**src/rtl/csr_access_arbiter_if.sv**
```systemverilog
// Requester and regfile signal bundle for csr_access_arbiter.
// The arbiter sits on the slave modport; the requesters and regfile model sit on the master modport.
interface csr_access_arbiter_if;
  // Each requester holds req (plus we/addr/wdata) until it sees gnt in the same cycle.
  // The response is a single-cycle rvalid pulse carrying rdata/exc.
  // On the regfile side, csr_req_o stays high until csr_ready_i completes the access.
  logic        core_req_i;
  logic        core_we_i;
  logic [11:0] core_addr_i;
  logic [63:0] core_wdata_i;
  logic        core_gnt_o;
  logic        core_rvalid_o;
  logic [63:0] core_rdata_o;
  logic        core_exc_valid_o;
  logic [63:0] core_exc_cause_o;

  logic        dbg_req_i;
  logic        dbg_we_i;
  logic [11:0] dbg_addr_i;
  logic [63:0] dbg_wdata_i;
  logic        dbg_gnt_o;
  logic        dbg_rvalid_o;
  logic [63:0] dbg_rdata_o;
  logic        dbg_exc_valid_o;
  logic [63:0] dbg_exc_cause_o;

  logic        csr_req_o;
  logic        csr_we_o;
  logic [11:0] csr_addr_o;
  logic [63:0] csr_wdata_o;
  logic [63:0] csr_rdata_i;
  logic        csr_ready_i;

  modport slave (
    input  core_req_i, core_we_i, core_addr_i, core_wdata_i,
    output core_gnt_o, core_rvalid_o, core_rdata_o, core_exc_valid_o, core_exc_cause_o,
    input  dbg_req_i, dbg_we_i, dbg_addr_i, dbg_wdata_i,
    output dbg_gnt_o, dbg_rvalid_o, dbg_rdata_o, dbg_exc_valid_o, dbg_exc_cause_o,
    output csr_req_o, csr_we_o, csr_addr_o, csr_wdata_o,
    input  csr_rdata_i, csr_ready_i
  );

  modport master (
    output core_req_i, core_we_i, core_addr_i, core_wdata_i,
    input  core_gnt_o, core_rvalid_o, core_rdata_o, core_exc_valid_o, core_exc_cause_o,
    output dbg_req_i, dbg_we_i, dbg_addr_i, dbg_wdata_i,
    input  dbg_gnt_o, dbg_rvalid_o, dbg_rdata_o, dbg_exc_valid_o, dbg_exc_cause_o,
    input  csr_req_o, csr_we_o, csr_addr_o, csr_wdata_o,
    output csr_rdata_i, csr_ready_i
  );
endinterface

```
**src/rtl/csr_access_arbiter.sv**
```systemverilog
// Two-port (core/debug) CSR access arbiter with privilege/read-only checks and regfile timeout.
// Define CSR_ACC_VIOL_CNT_EN to build the saturating violation counter behind viol_cnt_o.
module csr_access_arbiter #(
  parameter int unsigned TIMEOUT_CYCLES = 16,
  parameter logic [63:0] ILLEGAL_CAUSE  = 64'd2,
  parameter logic [63:0] TIMEOUT_CAUSE  = 64'd5
) (
  input  logic                 clk_i,
  input  logic                 rst_i,
  input  logic                 debug_mode_i,
  csr_access_arbiter_if.slave  bus,
  output logic [15:0]          viol_cnt_o,
  output logic [1:0]           state_o
);

  typedef enum logic [1:0] {
    S_IDLE   = 2'd0,
    S_ACCESS = 2'd1,
    S_RESP   = 2'd2
  } state_e;

  localparam logic [31:0] TMO = 32'(TIMEOUT_CYCLES);

  state_e      state_q, state_d;
  logic        owner_q, owner_d;        // 1 = debug port owns the access
  logic        prio_dbg_q, prio_dbg_d;  // 1 = debug wins the next contested grant
  logic        we_q, we_d;
  logic [11:0] addr_q, addr_d;
  logic [63:0] wdata_q, wdata_d;
  logic [31:0] tmo_cnt_q, tmo_cnt_d;
  logic [63:0] rdata_q, rdata_d;
  logic        exc_q, exc_d;
  logic [63:0] cause_q, cause_d;

  logic        win_dbg;
  logic        w_we;
  logic [11:0] w_addr;
  logic [63:0] w_wdata;
  logic        w_viol;
  logic        grant;

  // Winner selection and checks are evaluated on whoever would win this IDLE cycle.
  always_comb begin
    win_dbg = bus.dbg_req_i & (~bus.core_req_i | prio_dbg_q);
    w_we    = win_dbg ? bus.dbg_we_i    : bus.core_we_i;
    w_addr  = win_dbg ? bus.dbg_addr_i  : bus.core_addr_i;
    w_wdata = win_dbg ? bus.dbg_wdata_i : bus.core_wdata_i;
    w_viol  = ((w_addr[11:4] == 8'h7B) & ~(win_dbg | debug_mode_i)) |
              (w_we & (w_addr[11:10] == 2'b11));
    grant   = (state_q == S_IDLE) & (bus.core_req_i | bus.dbg_req_i) & ~rst_i;
  end

  always_comb begin
    state_d    = state_q;
    owner_d    = owner_q;
    prio_dbg_d = prio_dbg_q;
    we_d       = we_q;
    addr_d     = addr_q;
    wdata_d    = wdata_q;
    tmo_cnt_d  = tmo_cnt_q;
    rdata_d    = rdata_q;
    exc_d      = exc_q;
    cause_d    = cause_q;
    unique case (state_q)
      S_IDLE: begin
        if (grant) begin
          owner_d    = win_dbg;
          prio_dbg_d = ~win_dbg;
          we_d       = w_we;
          addr_d     = w_addr;
          wdata_d    = w_wdata;
          tmo_cnt_d  = '0;
          rdata_d    = '0;
          if (w_viol) begin
            exc_d   = 1'b1;
            cause_d = ILLEGAL_CAUSE;
            state_d = S_RESP;
          end else begin
            exc_d   = 1'b0;
            cause_d = '0;
            state_d = S_ACCESS;
          end
        end
      end
      S_ACCESS: begin
        // Ready takes precedence over a timeout expiring in the same cycle.
        if (bus.csr_ready_i) begin
          rdata_d = we_q ? 64'd0 : bus.csr_rdata_i;
          exc_d   = 1'b0;
          cause_d = '0;
          state_d = S_RESP;
        end else if ((TMO != 32'd0) && (tmo_cnt_q == TMO - 32'd1)) begin
          rdata_d = '0;
          exc_d   = 1'b1;
          cause_d = TIMEOUT_CAUSE;
          state_d = S_RESP;
        end else begin
          tmo_cnt_d = tmo_cnt_q + 32'd1;
        end
      end
      S_RESP: begin
        state_d = S_IDLE;
      end
      default: begin
        state_d = S_IDLE;
      end
    endcase
  end

  always_ff @(posedge clk_i or posedge rst_i) begin
    if (rst_i) begin
      state_q    <= S_IDLE;
      owner_q    <= 1'b0;
      prio_dbg_q <= 1'b0;
      we_q       <= 1'b0;
      addr_q     <= '0;
      wdata_q    <= '0;
      tmo_cnt_q  <= '0;
      rdata_q    <= '0;
      exc_q      <= 1'b0;
      cause_q    <= '0;
    end else begin
      state_q    <= state_d;
      owner_q    <= owner_d;
      prio_dbg_q <= prio_dbg_d;
      we_q       <= we_d;
      addr_q     <= addr_d;
      wdata_q    <= wdata_d;
      tmo_cnt_q  <= tmo_cnt_d;
      rdata_q    <= rdata_d;
      exc_q      <= exc_d;
      cause_q    <= cause_d;
    end
  end

  logic in_access;
  logic in_resp;
  assign in_access = (state_q == S_ACCESS);
  assign in_resp   = (state_q == S_RESP);
  assign state_o   = state_q;

  assign bus.core_gnt_o = grant & ~win_dbg;
  assign bus.dbg_gnt_o  = grant &  win_dbg;

  assign bus.csr_req_o   = in_access;
  assign bus.csr_we_o    = in_access & we_q;
  assign bus.csr_addr_o  = in_access ? addr_q  : 12'd0;
  assign bus.csr_wdata_o = in_access ? wdata_q : 64'd0;

  // Response fields are forced to zero on the non-owning port.
  assign bus.core_rvalid_o    = in_resp & ~owner_q;
  assign bus.core_rdata_o     = bus.core_rvalid_o ? rdata_q : 64'd0;
  assign bus.core_exc_valid_o = bus.core_rvalid_o & exc_q;
  assign bus.core_exc_cause_o = bus.core_rvalid_o ? cause_q : 64'd0;
  assign bus.dbg_rvalid_o     = in_resp & owner_q;
  assign bus.dbg_rdata_o      = bus.dbg_rvalid_o ? rdata_q : 64'd0;
  assign bus.dbg_exc_valid_o  = bus.dbg_rvalid_o & exc_q;
  assign bus.dbg_exc_cause_o  = bus.dbg_rvalid_o ? cause_q : 64'd0;

`ifdef CSR_ACC_VIOL_CNT_EN
  logic [15:0] viol_cnt_q;
  always_ff @(posedge clk_i or posedge rst_i) begin
    if (rst_i) begin
      viol_cnt_q <= '0;
    end else if (grant && w_viol && (viol_cnt_q != 16'hFFFF)) begin
      viol_cnt_q <= viol_cnt_q + 16'd1;
    end
  end
  assign viol_cnt_o = viol_cnt_q;
`else
  assign viol_cnt_o = 16'd0;
`endif

endmodule

```
**src/flat_wrapper.sv**
```systemverilog
// flat-port wrapper written by rule: the top's interface ports become plain ports
module csr_access_arbiter_flat 
#(
  parameter int unsigned TIMEOUT_CYCLES = 16,
  parameter logic [63:0] ILLEGAL_CAUSE  = 64'd2,
  parameter logic [63:0] TIMEOUT_CAUSE  = 64'd5
)
  (clk_i, rst_i, debug_mode_i, viol_cnt_o, state_o, bus_core_req_i, bus_core_we_i, bus_core_addr_i, bus_core_wdata_i, bus_core_gnt_o, bus_core_rvalid_o, bus_core_rdata_o, bus_core_exc_valid_o, bus_core_exc_cause_o, bus_dbg_req_i, bus_dbg_we_i, bus_dbg_addr_i, bus_dbg_wdata_i, bus_dbg_gnt_o, bus_dbg_rvalid_o, bus_dbg_rdata_o, bus_dbg_exc_valid_o, bus_dbg_exc_cause_o, bus_csr_req_o, bus_csr_we_o, bus_csr_addr_o, bus_csr_wdata_o, bus_csr_rdata_i, bus_csr_ready_i);
  csr_access_arbiter_if bus_i ();
  input  logic clk_i;
  input  logic rst_i;
  input  logic debug_mode_i;
  output logic [15:0] viol_cnt_o;
  output logic [1:0] state_o;
  input wire logic [$bits(bus_i.core_req_i)-1:0] bus_core_req_i;
  input wire logic [$bits(bus_i.core_we_i)-1:0] bus_core_we_i;
  input wire logic [$bits(bus_i.core_addr_i)-1:0] bus_core_addr_i;
  input wire logic [$bits(bus_i.core_wdata_i)-1:0] bus_core_wdata_i;
  output wire logic [$bits(bus_i.core_gnt_o)-1:0] bus_core_gnt_o;
  output wire logic [$bits(bus_i.core_rvalid_o)-1:0] bus_core_rvalid_o;
  output wire logic [$bits(bus_i.core_rdata_o)-1:0] bus_core_rdata_o;
  output wire logic [$bits(bus_i.core_exc_valid_o)-1:0] bus_core_exc_valid_o;
  output wire logic [$bits(bus_i.core_exc_cause_o)-1:0] bus_core_exc_cause_o;
  input wire logic [$bits(bus_i.dbg_req_i)-1:0] bus_dbg_req_i;
  input wire logic [$bits(bus_i.dbg_we_i)-1:0] bus_dbg_we_i;
  input wire logic [$bits(bus_i.dbg_addr_i)-1:0] bus_dbg_addr_i;
  input wire logic [$bits(bus_i.dbg_wdata_i)-1:0] bus_dbg_wdata_i;
  output wire logic [$bits(bus_i.dbg_gnt_o)-1:0] bus_dbg_gnt_o;
  output wire logic [$bits(bus_i.dbg_rvalid_o)-1:0] bus_dbg_rvalid_o;
  output wire logic [$bits(bus_i.dbg_rdata_o)-1:0] bus_dbg_rdata_o;
  output wire logic [$bits(bus_i.dbg_exc_valid_o)-1:0] bus_dbg_exc_valid_o;
  output wire logic [$bits(bus_i.dbg_exc_cause_o)-1:0] bus_dbg_exc_cause_o;
  output wire logic [$bits(bus_i.csr_req_o)-1:0] bus_csr_req_o;
  output wire logic [$bits(bus_i.csr_we_o)-1:0] bus_csr_we_o;
  output wire logic [$bits(bus_i.csr_addr_o)-1:0] bus_csr_addr_o;
  output wire logic [$bits(bus_i.csr_wdata_o)-1:0] bus_csr_wdata_o;
  input wire logic [$bits(bus_i.csr_rdata_i)-1:0] bus_csr_rdata_i;
  input wire logic [$bits(bus_i.csr_ready_i)-1:0] bus_csr_ready_i;
  assign bus_i.core_req_i = bus_core_req_i;
  assign bus_i.core_we_i = bus_core_we_i;
  assign bus_i.core_addr_i = bus_core_addr_i;
  assign bus_i.core_wdata_i = bus_core_wdata_i;
  assign bus_core_gnt_o = bus_i.core_gnt_o;
  assign bus_core_rvalid_o = bus_i.core_rvalid_o;
  assign bus_core_rdata_o = bus_i.core_rdata_o;
  assign bus_core_exc_valid_o = bus_i.core_exc_valid_o;
  assign bus_core_exc_cause_o = bus_i.core_exc_cause_o;
  assign bus_i.dbg_req_i = bus_dbg_req_i;
  assign bus_i.dbg_we_i = bus_dbg_we_i;
  assign bus_i.dbg_addr_i = bus_dbg_addr_i;
  assign bus_i.dbg_wdata_i = bus_dbg_wdata_i;
  assign bus_dbg_gnt_o = bus_i.dbg_gnt_o;
  assign bus_dbg_rvalid_o = bus_i.dbg_rvalid_o;
  assign bus_dbg_rdata_o = bus_i.dbg_rdata_o;
  assign bus_dbg_exc_valid_o = bus_i.dbg_exc_valid_o;
  assign bus_dbg_exc_cause_o = bus_i.dbg_exc_cause_o;
  assign bus_csr_req_o = bus_i.csr_req_o;
  assign bus_csr_we_o = bus_i.csr_we_o;
  assign bus_csr_addr_o = bus_i.csr_addr_o;
  assign bus_csr_wdata_o = bus_i.csr_wdata_o;
  assign bus_i.csr_rdata_i = bus_csr_rdata_i;
  assign bus_i.csr_ready_i = bus_csr_ready_i;
  csr_access_arbiter #(.TIMEOUT_CYCLES(TIMEOUT_CYCLES), .ILLEGAL_CAUSE(ILLEGAL_CAUSE), .TIMEOUT_CAUSE(TIMEOUT_CAUSE)) u_core (.clk_i(clk_i), .rst_i(rst_i), .debug_mode_i(debug_mode_i), .bus(bus_i), .viol_cnt_o(viol_cnt_o), .state_o(state_o));
endmodule
```
**config.mk**
```make
export PLATFORM = sky130hd
export DESIGN_NAME = csr_access_arbiter_flat
export DESIGN_NICKNAME = d
export VERILOG_FILES = /design/src/rtl/csr_access_arbiter_if.sv /design/src/rtl/csr_access_arbiter.sv /design/src/flat_wrapper.sv
export SDC_FILE = /design/constraint.sdc
export NUM_CORES = 1
export LEC_CHECK = 0
export BUFFER_PORTS_ARGS = -buffer_cell sky130_fd_sc_hd__buf_2
export CAP_MARGIN = 20
export CORE_AREA = 2 2 225 227
export DETAILED_ROUTE_END_ITERATION = 7
export DIE_AREA = 0 0 227 229
export PLACE_DENSITY = 0.45
export SLEW_MARGIN = 20
export SYNTH_ARGS = -nofsm -noshare
export SYNTH_HDL_FRONTEND = slang
export SYNTH_SLANG_ARGS = --single-unit
export TNS_END_PERCENT = 20
```
**constraint.sdc**
```tcl
create_clock -name clk_i -period 7.52 [get_ports clk_i]
set_clock_uncertainty 0.05 [all_clocks]
set_input_delay 1.504 -clock clk_i [delete_from_list [all_inputs] [get_ports clk_i]]
set_output_delay 1.504 -clock clk_i [all_outputs]
set_load 0.01 [all_outputs]
```
# After elaboration in Yosys (flattened, before gate mapping)
# Index checks and enable logic that the tools add are counted.
[totals]
reg_bits = 242
in_bits = 224
out_inout_bits = 358
word_cells = 80
[op_classes]
addsub = 1
eq_ne = 9
mux = 33
n_bitwise = 21
reduce_logical = 6
[op_table]
columns = ["operator", "count"]
rows = [
  ["64-bit two-way mux", 13],
  ["64-bit one-hot mux with 2 select lines", 2],
  ["32-bit two-way mux", 3],
  ["32-bit one-hot mux with 2 select lines", 1],
  ["32-bit by 1-bit adder with 32-bit output, second input constant", 1],
  ["32-bit by 4-bit == test with 1-bit output, second input constant", 1],
  ["12-bit two-way mux", 2],
  ["1-bit bitwise AND", 12],
  ["2-bit two-way mux", 5],
  ["8-bit by 7-bit == test with 1-bit output, second input constant", 1],
  ["1-bit two-way mux", 5],
  ["1-bit NOT", 5],
  ["2-bit == test, second input constant", 2],
  ["2-bit inequality test, second input constant", 2],
  ["1-bit OR", 4],
  ["2-bit one-hot mux with 2 select lines", 1],
  ["2-bit AND reduction", 2],
  ["4-bit AND reduction", 1],
  ["3-bit inequality test, second input constant", 1],
  ["3-bit AND reduction", 1],
  ["2-bit by 1-bit == test with 1-bit output, second input constant", 1],
  ["2-bit logical NOT", 1],
  ["2-bit by 1-bit inequality test with 1-bit output, second input constant", 1],
  ["1-bit one-hot mux with 2 select lines", 1],
  ["2-bit nonzero test", 1],
]

# Logic depth before layout (Yosys ltp)
# Gate-level depths: netlist (run 1).
[depth]
word_depth = 10
mapped_depth = 9
mapped_depth_nobuf = 6

# Least setup slack after synthesis (run 1)
# No wires, ideal clock.
[synth_timing]
kind = "input to output"
startpoint = "input bus_dbg_req_i"
endpoint = "output bus_core_gnt_o"
t_arrival_ns = 2.918
required_ns = 5.966
setup_slack_ns = 3.048
stages = 8
n_path_buf = 5
path_cell_list = "buf_2 -> nor2_1 -> or4_1 -> clkbuf_1 -> buf_2 -> buf_2 -> buf_2 -> a21oi_1"
[synth_between]
elab_chain_len = 4
elab_cells_between_ends = 6
classes_between = "bitwise (6)"
[synth_lines]
columns = ["element", "line_no", "rtl"]
rows = [
  ["from (decl)", "flat_wrapper.sv:24", "input wire logic [$bits(bus_i.dbg_req_i)-1:0] bus_dbg_req_i;"],
  ["1-bit OR", "csr_access_arbiter.sv:50", "grant = (state_q == S_IDLE) & (bus.core_req_i | bus.dbg_req_i) & ~rst_i;"],
  ["1-bit bitwise AND (2 in series)", "csr_access_arbiter.sv:50", ""],
  ["1-bit bitwise AND (*)", "csr_access_arbiter.sv:142", "assign bus.core_gnt_o = grant & ~win_dbg;"],
  ["to (decl)", "flat_wrapper.sv:19", "output wire logic [$bits(bus_i.core_gnt_o)-1:0] bus_core_gnt_o;"],
]
# Every way passes the cells marked *; elsewhere a longest branch is shown, timed or not.

# Worst setup path after layout (run 1)
[layout_timing]
startpoint = "input bus_dbg_req_i"
endpoint = "output bus_dbg_gnt_o"
[layout_between]
elab_chain_len = 4
elab_cells_between_ends = 5
classes_between = "bitwise (5)"
[layout_lines]
columns = ["element", "line_no", "rtl"]
rows = [
  ["1-bit OR", "csr_access_arbiter.sv:50", ""],
  ["1-bit bitwise AND (2 in series)", "csr_access_arbiter.sv:50", ""],
  ["1-bit bitwise AND (*)", "csr_access_arbiter.sv:143", "assign bus.dbg_gnt_o = grant & win_dbg;"],
  ["to (decl)", "flat_wrapper.sv:28", "output wire logic [$bits(bus_i.dbg_gnt_o)-1:0] bus_dbg_gnt_o;"],
]
# Marked as above.

==> results of run 1 <==
==> logic make-up after synthesis <==
family / share of synthesized area (%)
simple gates: 22.1
buf+inv: 13.3
flops: 44.1
compound gates: 11.0
mux: 7.55
xor+xnor: 1.80
fa+ha+maj: 0.122
other cells: 0.0367
==> synthesized netlist by cell type (all sizes together) (2+ instances only) <==
| cell type | count | share of area (%) |
|---|---|---|
| a21oi | 4 | 0.20 |
| a22o | 65 | 5.6 |
| and2 | 213 | 13 |
| and3 | 9 | 0.55 |
| buf | 162 | 11 |
| clkbuf | 49 | 1.8 |
| dfrtp | 180 | 44 |
| inv | 5 | 0.18 |
| mux2i | 77 | 7.5 |
| nand2 | 90 | 3.3 |
| nand2b | 2 | 0.12 |
| nand3 | 16 | 0.78 |
| nand4 | 21 | 1.3 |
| nor2 | 32 | 1.2 |
| nor3 | 5 | 0.40 |
| nor3b | 2 | 0.15 |
| nor4 | 9 | 0.76 |
| o211ai | 3 | 0.22 |
| o21ai | 86 | 4.2 |
| o31ai | 3 | 0.22 |
| xnor2 | 3 | 0.26 |
| xor2 | 18 | 1.5 |
==> power by group through the flow <==
stage	Clock [mW]	Combinational, mW	Sequential, mW
6_report	0.911	1.26	1.57
4_1_cts	0.967	1.30	1.57
3_3_place_gp	0	1.28	1.58
3_5_place_dp	0	1.29	1.58
2_1_floorplan	0	0.917	1.48
5_1_grt	1.00	1.42	1.62
==> worst reg2reg max path, stage by stage, from the launching register on <==
cell and delay, ns:
dfrtp_1 0.48, nand2b_1 0.29, nand2_4 0.43, buf_4 0.75
a22oi_1 0.48, nor3_1 0.24, nor2_1 0.06
==> registers in the layout, summed over array words and instances, names as in the netlist <==
register           count
u_core.addr_q         12
u_core.state_o         2
u_core.we_q            1
u_core.wdata_q        64
u_core.rdata_q        64
u_core.prio_dbg_q      1
u_core.owner_q         1
u_core.tmo_cnt_q      32
u_core.exc_q           1
u_core.cause_q         2
==> cell usage in the layout, fill, tap and decap left out, drive strengths merged, types with 2 or more instances in the layout <==
| cell type | netlist | layout |
|---|---|---|
| buf | 162 | 451 |
| conb | 1 | 138 |
| nand4 | 21 | 21 |
| and2 | 213 | 213 |
| a22o | 65 | 65 |
| o211ai | 3 | 3 |
| nand2 | 90 | 90 |
| nand3 | 16 | 16 |
| a21oi | 4 | 4 |
| nor2 | 32 | 32 |
| inv | 5 | 13 |
| nor3b | 2 | 2 |
| clkbuf | 49 | 17 |
| o21ai | 86 | 86 |
| nor4 | 9 | 9 |
| nand2b | 2 | 2 |
| xor2 | 18 | 18 |
| clkinv | 0 | 6 |
| dfrtp | 180 | 180 |
| and3 | 9 | 9 |
| mux2i | 77 | 77 |
| nor3 | 5 | 5 |
| o31ai | 3 | 3 |
| xnor2 | 3 | 3 |
==> routing by layer <==
metal  routed length, um  vias up  GRT usage [%]
met2               15100      371           19.7
met3                2410       25           3.54
met5                   9        -              0
met1               13900     3880           14.4
li1                    -     4127              -
met4                 594        2           4.74
==> worst max-delay path by stage <==
stage                  start                to  slack [ns]  cells after the start
2_1_floorplan          rst_i  u_core.addr_q[0]        1.08                      1
3_3_place_gp   bus_dbg_req_i     bus_dbg_gnt_o        2.67                      5
3_5_place_dp   bus_dbg_req_i     bus_dbg_gnt_o        2.63                      5
4_1_cts        bus_dbg_req_i     bus_dbg_gnt_o        2.62                      5
5_1_grt        bus_dbg_req_i     bus_dbg_gnt_o        2.52                      5
6_report       bus_dbg_req_i     bus_dbg_gnt_o        2.68                      5
==> layout make-up <==
class / instances / share of cell area, %
Multi-Input combinational cell: 810 / 37.4
Sequential cell: 180 / 34.2
Timing Repair Buffer: 451 / 17.3
Tap cell: 672 / 6.39
Clock buffer: 17 / 3.23
Clock inverter: 15 / 1.23
Inverter: 5 / 0.200
Antenna cell: 1 / 0.0190
==> results.md, run 1 <==
* Post-route cell area at roughly 13000 sq um
* Row count at 82
* IO Port Bufs at 443
* Pre-CTS worst setup slack at 2.63 ns
* Antenna Nets Post-Route at 0
* Worst skew pair latency at a little under 0.5 ns
* Max cap viols at 0
* Die area at 52000 sq um
* CP delay by family, top: simple AND/OR/NAND/NOR gates
* Post-CTS resize count at 0
* CP bufs+invs at 2
* Setup ws final at between 2 and 3 ns
* Slowest cell on crit path: or4_4
* Worst-path fanout max at 71
* Worst slew pin tran at 0.977 ns
* Synth Area per Inst at around 9.6 sq um
* Placed inst area at 12600 sq um
* R2R depth at 6
* Initial Util at 20.6%
* Final worst path period share at between 60% and 70%
* Async SR Flop Fraction at 100%
* Share of layout cells above drive strength 1 at approximately a third
* DRC Markers at 0
* Starting DRT DRC Count at about 300
* Post-DP HPWL at 23.7 mm
* Largest net degree at the start of global routing at roughly 120
* Sequential share of the synthesized area at 44.1%
* Hold Path Sink: u_core.wdata_q[17]
* Status: finished, final reports clean
* Wire length per cell at around 15 um
* Die Y at 229 um
* CTS clk-pin slew, worst paths at 0.07 ns
* Utilization after layout at 26.5%
* Synth Flop Type: dfrtp_1
* Arr. time, crit path at 3.29 ns
* CTS Hold Bufs at 0
* Hold Path Depth at 2
* Syn Inst Count at between 1k and 1.5k
* Final setup TNS at 0 ns
* Critical Path Sink Type: primary output
* Gr usage total at a little under an eighth
* Sequential Area at 4500 sq um
* Worst hold slack at between 0.4 and 0.5 ns
* PD cells at 284 nW/um^2
* Initial antenna violation count at 2
* Switching Fraction at 39.3%
* Initial DRT Pass Iterations at 6
* Largest stage delay, worst path at 0.70 ns
* Req. time, crit path at just under 6 ns
* Final setup violating endpoints at 0
* Clk Tree Root Cell: clkbuf_16
* Syn. warnings at 0
* Clk sinks at 180
* WL final at about 32 mm
* RR Endpoint: u_core.state_o[1]
* Vias/cell at 3.91
* Post-Layout Cell Count at 2151
* Final Critical Period at 4.84 ns
* R2R Path Start: u_core.prio_dbg_q
* RSZ-0062 raised after global routing: no
* Mapped Area at slightly above 10000 sq um
* Clock power frac at roughly 24%
* Critical path class: in2out
* Inserted Clock Buffers at 17
* Multi-input logic area at 4920 sq um
* Worst Min Path Start: u_core.wdata_q[17]
* Register share of total power at 41.9%
* Via count at between 8k and 9k
* Area Growth Syn to Fin at 28.8%
* RD Place Congestion at 0.810
* Placed insts at 2118
* FILL cells at 5403
* R2R Setup Slk at 4.61 ns
* Yosys reg bits at 180
* Post-synthesis cell type count at 44
* Core area at 49700 sq um
* Top Ports at 582
* P_sw at 1.47 mW
* Slew Limit Headroom at 34.4%
* Slew Limit Fails at 0
* # nets final at 1690
* Pleak at approximately 7.2 nW
* Gr ovfl total at 0
* Postcts setup bufs at 0
* Pwr Total at around 3.7 mW
* First-pass GRT wire length at 45.9 mm
* Clock Path Buffers at 2
* Hold Vio Cnt, Final at 0
* VDD IR max at 138 uV
* Vias in the first global route at 7772
* Die W at ~230 um
* HP Class: reg2reg
* Critical path, cell by cell: buf_2 > nor2_1 > or4_4 > nor2_1 > buf_2
* Logic pwr share at 33.8%
* Critical path startpoint category: primary input
* CTS tree: done
* Post-synth EDFFs at 0
* Htree depth at 4
* P_int at 2.27 mW
* Fmax at 207 MHz
Power figures use the tool's default switching activity.
==> run 2, diff against run 1 <==
Settings changed: ABC_AREA set to 1, PLACE_DENSITY 0.45 to 0.46.
Clock period 7.52 ns to 5 ns, I/O delays scaled along.
==> run 2 against run 1 <==
Against the previous run:
- power increased by 58%
- synthesized area increased by 6.2%
- critical endpoint is now bus_csr_wdata_o[34]
- combinational power increased by 83%
- highest routed layer unchanged
- sequential power increased by 41%
==> results.md, run 2 <==
* Antenna Nets Post-Route at 0 (unchanged)
* Final setup violating endpoints at 0 (unchanged)
* CP delay by family, top: buffers and inverters
* Gr ovfl total at 0 (unchanged)
* CTS clk-pin slew, worst paths at 0.07 ns (about the same)
* Area Growth Syn to Fin at 26.5%
* Syn. warnings at 0 (unchanged)
* Hold Path Sink: u_core.cause_q[1]
* Worst skew pair latency at 0.48 ns (about the same)
* Clk Tree Root Cell: clkbuf_16
* Post-DP HPWL at 28.8 mm (+21%)
* Worst-path fanout max at 70 (-1.4%)
* Die area at 52000 sq um (unchanged)
* Most frequent cell after synthesis: nand2_1
* Commonest non-fill, non-tap cells in the layout: buf_2 (443), nand2_1 (382), nor2_1 (296)
* Gr usage total at 14.1% (+2.2 points)
* Critical path startpoint category: flop
* Postcts setup bufs at 0 (unchanged)
* Req. time, crit path at 3.95 ns (-2.02 ns)
* Final setup TNS at 0 ns (unchanged)
* CTS Hold Bufs at 0 (unchanged)
* Status: finished, final reports clean
* Synth Area in Compound Gates at 9.23% (-1.8 points)
* Die Y at 229 um (unchanged)
* Area fraction in and, or, nand and nor cells after synthesis at 26.5% (+4.4 points)
* Hold Vio Cnt, Final at 0 (unchanged)
* Clk sinks at 180 (unchanged)
* Synth Area per Inst at 6.95 sq um (-27%)
* Vias in the first global route at 9717 (+25%)
* RSZ-0062 raised after global routing: no
* Syn Inst Count at 1560 (+46%)
* Hold Path Depth at 2 (unchanged)
* PD cells at 431 nW/um^2 (+51%)
* Inserted Clock Buffers at 17 (unchanged)
* Worst Min Path Start: u_core.cause_q[1]
* Die W at 227 um (unchanged)
* R2R Path Start: u_core.state_o[0]
* CP startpoint: u_core.state_o[0]
* Initial DRT Pass Iterations at 5 (-1)
* DRC Markers at 0 (unchanged)
* FILL cells at 5625 (+4.1%)
* Initial antenna violation count at 4 (+2)
* Post-synth EDFFs at 0 (unchanged)
* Vias/cell at 3.96 (+1.3%)
* Core area at 49700 sq um (unchanged)
* Largest family of logic cells by synthesized area: simple AND/OR/NAND/NOR gates
* R2R depth at 8 (+2)
* Via count at 10.5k (+25%)
* Post-CTS resize count at 0 (unchanged)
* Most frequent CP cell: nor2_1
* HP Class: reg2reg
* VDD IR max at 216 uV (+57%)
* Largest stage delay, worst path at 0.52 ns (-0.18 ns)
* Yosys reg bits at 180 (unchanged)
* Pleak at 7.28 nW (+0.60%)
* Critical Path Sink Type: primary output
* Utilization after layout at 27.6% (+1.1 points)
* XOR/XNOR Fraction of Synth Area at 1.13% (-0.67 points)
* R2R Setup Slk at 2.01 ns (-2.60 ns)
* Commonest non-fill, non-tap cell in the layout: buf_2
* Slew Limit Fails at 0 (unchanged)
* First-pass GRT wire length at 55.8 mm (+22%)
* Htree depth at 4 (unchanged)
* IO Port Bufs at 443 (unchanged)
* Top Ports at 582 (unchanged)
* Synth Area in Adders at 0.115% (-0.0071 points)
* Final Critical Period at ~3.6 ns
* Post-synth top cells: nand2_1 (382), nor2_1 (296), inv_1 (247)
* Arr. time, crit path at 2.50 ns (-0.79 ns)
* Post-synthesis cell type count at 29 (-34%)
* Critical path, cell by cell: inv_1 > nor2_1 > clkinv_2 > buf_4 > nor2_1 > buf_2
* Post-synthesis mux area share at 0% (-7.5 points)
* RR Endpoint: u_core.tmo_cnt_q[27]
* Mapped Area at 10800 sq um (+6.2%)
* Starting DRT DRC Count at 532 (+72%)
* Row count at 82 (unchanged)
* Critical path class: reg2out
* RD Place Congestion at 0.844 (+4.2%)
* Synth area leader: dfrtp_1
* Async SR Flop Fraction at 100% (unchanged)
* Clock Path Buffers at 2 (unchanged)
* Slew Limit Headroom at 35.6% (+1.2 points)
* CTS tree: done
* Largest registers: u_core.rdata_q x64, u_core.wdata_q x64, u_core.tmo_cnt_q x32
* CP bufs+invs at 4 (+2)
* Worst slew pin tran at 0.966 ns (-0.0109 ns)
* Yosys top cell area share at 41.5% (-2.6 points)
* Top cells by area, synth: dfrtp_1 (42%), nand2_1 (13%), nor2_1 (10%), buf_4 (9.9%), inv_1 (8.5%)
* Sequential share of the synthesized area at 41.5% (-2.6 points)
* Share of layout cells above drive strength 1 at 25.3% (-8.4 points)
* Initial Util at 21.8% (+1.3 points)
* # nets final at 2186 (+29%)
* Fmax at 281 MHz
* Slowest cell on crit path: buf_4
* Largest net degree at the start of global routing at 159 (+35%)
* Synth Flop Type: dfrtp_1
* Max cap viols at 0 (unchanged)
* Wire length per cell at 14.3 um (-4.0%)
* Final worst path period share at 71.1%
* WL final at 37.8 mm (+18%)
run 2: changes by cell type in the layout (fill, tap and decap cells not counted), sizes merged, moves of 19 or more:
cell,before,now
inv,13,253
nor2,32,297
a22o,65,0
and2,213,0
nand2,90,384
o211ai,3,70
mux2i,77,0
nand3,16,45
nand4,21,2
run 2: cells by family (layout without fill, tap and decap cells):
kind of cell | count (synthesis) | in the layout
AOI/OAI and AO/OA | 164 | 164
xor gates and xnor gates | 14 | 14
adders and majority gates | 1 | 1
buffers and inverters | 460 | 737
DFF | 180 | 180
other | 1 | 139
and+or+nand+nor | 740 | 740
run 2: stage by stage:
stage | hold WS, ns | power, mW | worst slack [ns] | area, sq um | std cells
2_1_floorplan | 0.392 | 3.83 | 1.64 | 11400 | 1697
3_3_place_gp | 0.416 | 4.59 | 1.65 | 13100 | 2614
3_5_place_dp | 0.418 | 4.59 | 1.55 | 13100 | 2614
4_1_cts | 0.437 | 6.03 | 1.37 | 13700 | 2646
5_1_grt | 0.453 | 6.40 | 1.23 | 13700 | 2646
6_report | 0.431 | 5.91 | 1.45 | 13700 | 2647
run 2: worst min-delay path, stage by stage, from the launching register on:
cell     delay [ns]
dfrtp_1        0.35
nand2_1        0.05
nand2_1        0.05
run 2: worst max-delay path by stage:
stage                                 to  slack [ns]  depth (start not counted)
finish               bus_csr_wdata_o[34]        1.45                          6
global route          bus_csr_addr_o[10]        1.23                          6
CTS                  bus_csr_wdata_o[34]        1.37                          6
detailed placement  u_core.tmo_cnt_q[27]        1.55                          7
global placement    u_core.tmo_cnt_q[25]        1.65                          7
floorplan               u_core.addr_q[0]        1.64                          1
run 2: report_power, final:
group          switching, mW  internal [mW]  leakage, nW
Sequential             0.221           2.00         2.35
Clock                  0.657          0.721        0.283
Combinational           1.60          0.708         4.64
Total                   2.48           3.43         7.28
run 2: final cells by class:
type / instances / area, sq um / area share, %
Timing Repair Buffer: 453 / 2300 / 16.8
Antenna cell: 1 / 2.50 / 0.0182
Clock inverter: 12 / 120 / 0.875
Clock buffer: 20 / 457 / 3.33
Multi-Input combinational cell: 1057 / 4540 / 33.1
Sequential cell: 180 / 4500 / 32.8
Inverter: 252 / 952 / 6.94
Tap cell: 672 / 841 / 6.13
run 2: per-layer routing:
| layer | GRT usage (%) | vias up | share of wire [%] |
|---|---|---|---|
| li1 | - | 5240 | - |
| met1 | 17.9 | 4833 | 44 |
| met2 | 23.3 | 356 | 47 |
| met3 | 3.30 | 44 | 6.4 |
| met4 | 5.29 | 6 | 2.0 |
| met5 | 0 | - | 0.11 |
==> run 3, diff against run 2 <==
Settings changed: CORE_AREA 2 2 225 227 to 2 2 226 228, DIE_AREA 0 0 227 229 to 0 0 228 230, PLACE_DENSITY 0.46 to 0.47.
Clock period 5 ns to 3.2 ns, I/O delays scaled along.
==> run 3 against run 2 <==
Against the previous run:
- sequential cell count unchanged
- final cell count up 0.11%
- routed wire length down 0.83%
- sequential share of layout area down 0.098 points
- setup slack worse by 1.3 ns
- hold slack worse by 0.23 ns
- non-clock buffer count up 4
- sequential power up 56%
- global-route usage about the same
- combinational power up 56%
- first-iteration DRC count up 6.0%
==> results.md, run 3 (synthesis results as in run 2) <==
* Share of layout cells above drive strength 1 at 25.5% (+0.20 points)
* Wire length per cell at 14.2 um (-0.94%)
* Post-route cell area at 13800 sq um (+0.30%)
* Post-Layout Cell Count at 2650 (+0.11%)
* Slowest cell on crit path: dfrtp_1
* Antenna Nets Post-Route at 0 (unchanged)
* DRC Markers at 0 (unchanged)
* VDD IR max at 638 uV (+190%)
* Initial Util at 21.8% (-0.090 points)
* Vias/cell at 3.97 (+0.28%)
* Top Ports at 582 (unchanged)
* Hold Vio Cnt, Final at 0 (unchanged)
* Commonest non-fill, non-tap cell in the layout: buf_2
* Arr. time, crit path at 2.34 ns (-0.16 ns)
* CTS tree: done
* Critical Path Sink Type: primary output
* Gr ovfl total at 0 (unchanged)
* Die Y at 230 um (+0.44%)
* Critical path, cell by cell: inv_1 > nor3_1 > inv_2 > buf_4 > nor2_1 > buf_2
* HP Class: in2async
* Die W at 228 um (+0.44%)
* Critical path startpoint category: flop
* Final setup violating endpoints at 0 (unchanged)
* Via count at 10.5k (+0.39%)
* Status: finished, final reports clean
* RR Endpoint: u_core.rdata_q[54]
* Postcts setup bufs at 0 (unchanged)
* # nets final at 2190 (+0.18%)
* Pre-CTS worst setup slack at 0.431 ns (-1.12 ns)
* RD Place Congestion at 0.893 (+5.8%)
* R2R Setup Slk at 0.57 ns (-1.44 ns)
* RSZ-0062 raised after global routing: yes
* Slew Limit Headroom at 26.9% (-8.7 points)
* Placed insts at 2618 (+0.15%)
* Worst slew pin tran at 1.10 ns (+0.130 ns)
* Placed inst area at 13200 sq um (+0.32%)
* Clk sinks at 180 (unchanged)
* CP delay by family, top: buffers and inverters
* IO Port Bufs at 443 (unchanged)
* CP bufs+invs at 4 (unchanged)
* Largest stage delay, worst path at 0.41 ns (-0.11 ns)
* Gr usage total at 14.1% (-0.023 points)
* Final setup TNS at 0 ns (unchanged)
* Commonest non-fill, non-tap cells in the layout: buf_2 (443), nand2_1 (382), nor2_1 (296)
* Initial DRT Pass Iterations at 5 (unchanged)
* Slew Limit Fails at 0 (unchanged)
* PD cells at 666 nW/um^2 (+55%)
* Clk Tree Root Cell: clkbuf_16
* Htree depth at 4 (unchanged)
* Fmax at 331 MHz
* Final worst path period share at 94.5%
* Post-DP HPWL at 28.8 mm (about the same)
* CTS clk-pin slew, worst paths at 0.08 ns (about the same)
* Initial antenna violation count at 3 (-1)
* R2R depth at 9 (+1)
* R2R Path Start: u_core.state_o[0]
* Setup ws final at 0.175 ns (-1.27 ns)
* Core area at 49900 sq um (+0.41%)
* First-pass GRT wire length at 57.8 mm (+3.5%)
* Pleak at 7.30 nW (+0.27%)
* Starting DRT DRC Count at 564 (+6.0%)
* Area Growth Syn to Fin at 26.9%
* WL final at 37.5 mm (-0.83%)
* Critical path class: reg2out
* Final Critical Period at around 3.0 ns
* Req. time, crit path at 2.51 ns (-1.44 ns)
* Worst skew pair latency at 0.48 ns (about the same)
* Row count at 82 (unchanged)
* Largest registers: u_core.rdata_q x64, u_core.wdata_q x64, u_core.tmo_cnt_q x32
* Die area at 52400 sq um (+0.88%)
* Largest net degree at the start of global routing at 94 (-41%)
* Antenna cells at 0 (-1)
* Max cap viols at 0 (unchanged)
* Worst-path fanout max at 45 (-36%)
* Inserted Clock Buffers at 17 (unchanged)
* Clock Path Buffers at 2 (unchanged)
* Vias in the first global route at 10.2k (+5.1%)
run 3: cell count changes in the layout (fill, tap and decap cells not counted), sizes merged:
cell,previous run,this run
bufinv,1,0
buf,453,457
inv,253,254
clkinv,8,7
clkinvlp,2,3
diode,1,0
run 3: worst max path at each step:
stage / slack (ns) / cells past startpoint / end / start
floorplan: 0.20 / 1 / u_core.addr_q[0] / rst_i
global placement: 0.42 / 5 / bus_core_exc_cause_o[2] / u_core.state_o[1]
detailed placement: 0.43 / 5 / bus_core_exc_cause_o[2] / u_core.state_o[1]
finish: 0.17 / 6 / bus_dbg_rdata_o[56] / u_core.state_o[1]
global route: -0.03 / 6 / bus_dbg_rdata_o[1] / u_core.state_o[1]
CTS: 0.01 / 5 / bus_core_exc_cause_o[2] / u_core.state_o[1]
run 3: repair_timing:
action | CTS | global route
hold buffers | 0 | 0
setup endpoints to repair | 3 | 8
resized for setup | 1 | 1
run 3: final cells by class:
cell class | instances | area [sq um]
fill | 5660 | 36100
clock inverter | 12 | 114
inverter | 252 | 955
timing repair buffer | 457 | 2350
tap | 672 | 841
clock buffer | 20 | 457
sequential | 180 | 4500
multi-input combinational | 1057 | 4550
run 3: per-stage QoR:
stage          power (mW)  hold WS, ns  utilization [%]
2_1_floorplan        5.99        0.392                -
3_3_place_gp         7.11        0.412             26.4
3_5_place_dp         7.17        0.423             26.4
4_1_cts              9.36        0.175             27.6
5_1_grt              9.96        0.207             27.6
6_report             9.17        0.199             27.6
run 3: power breakdown:
part           switching (mW)  total, mW  internal [mW]
Sequential              0.333       3.46           3.12
Clock                    1.05       2.11           1.06
Combinational            2.48       3.60           1.12
run 3: metal layers:
layer / up-vias / track usage (%) / wire length, um
li1: 5239 / - / -
met3: 43 / 4.44 / 2640
met2: 346 / 23.2 / 17800
met5: - / 0 / 27
met4: 4 / 4.72 / 749
met1: 4888 / 17.6 / 16300
run 3: worst reg2reg max path, cell delays in order, from the launching register on:
cell and delay (ns):
dfrtp_1 0.41, inv_1 0.08, nor2_1 0.06, clkinv_2 0.05
buf_4 0.77, nand2_1 0.15, nand2_2 0.10, buf_4 0.56
nand2_1 0.19, o21ai_0 0.11
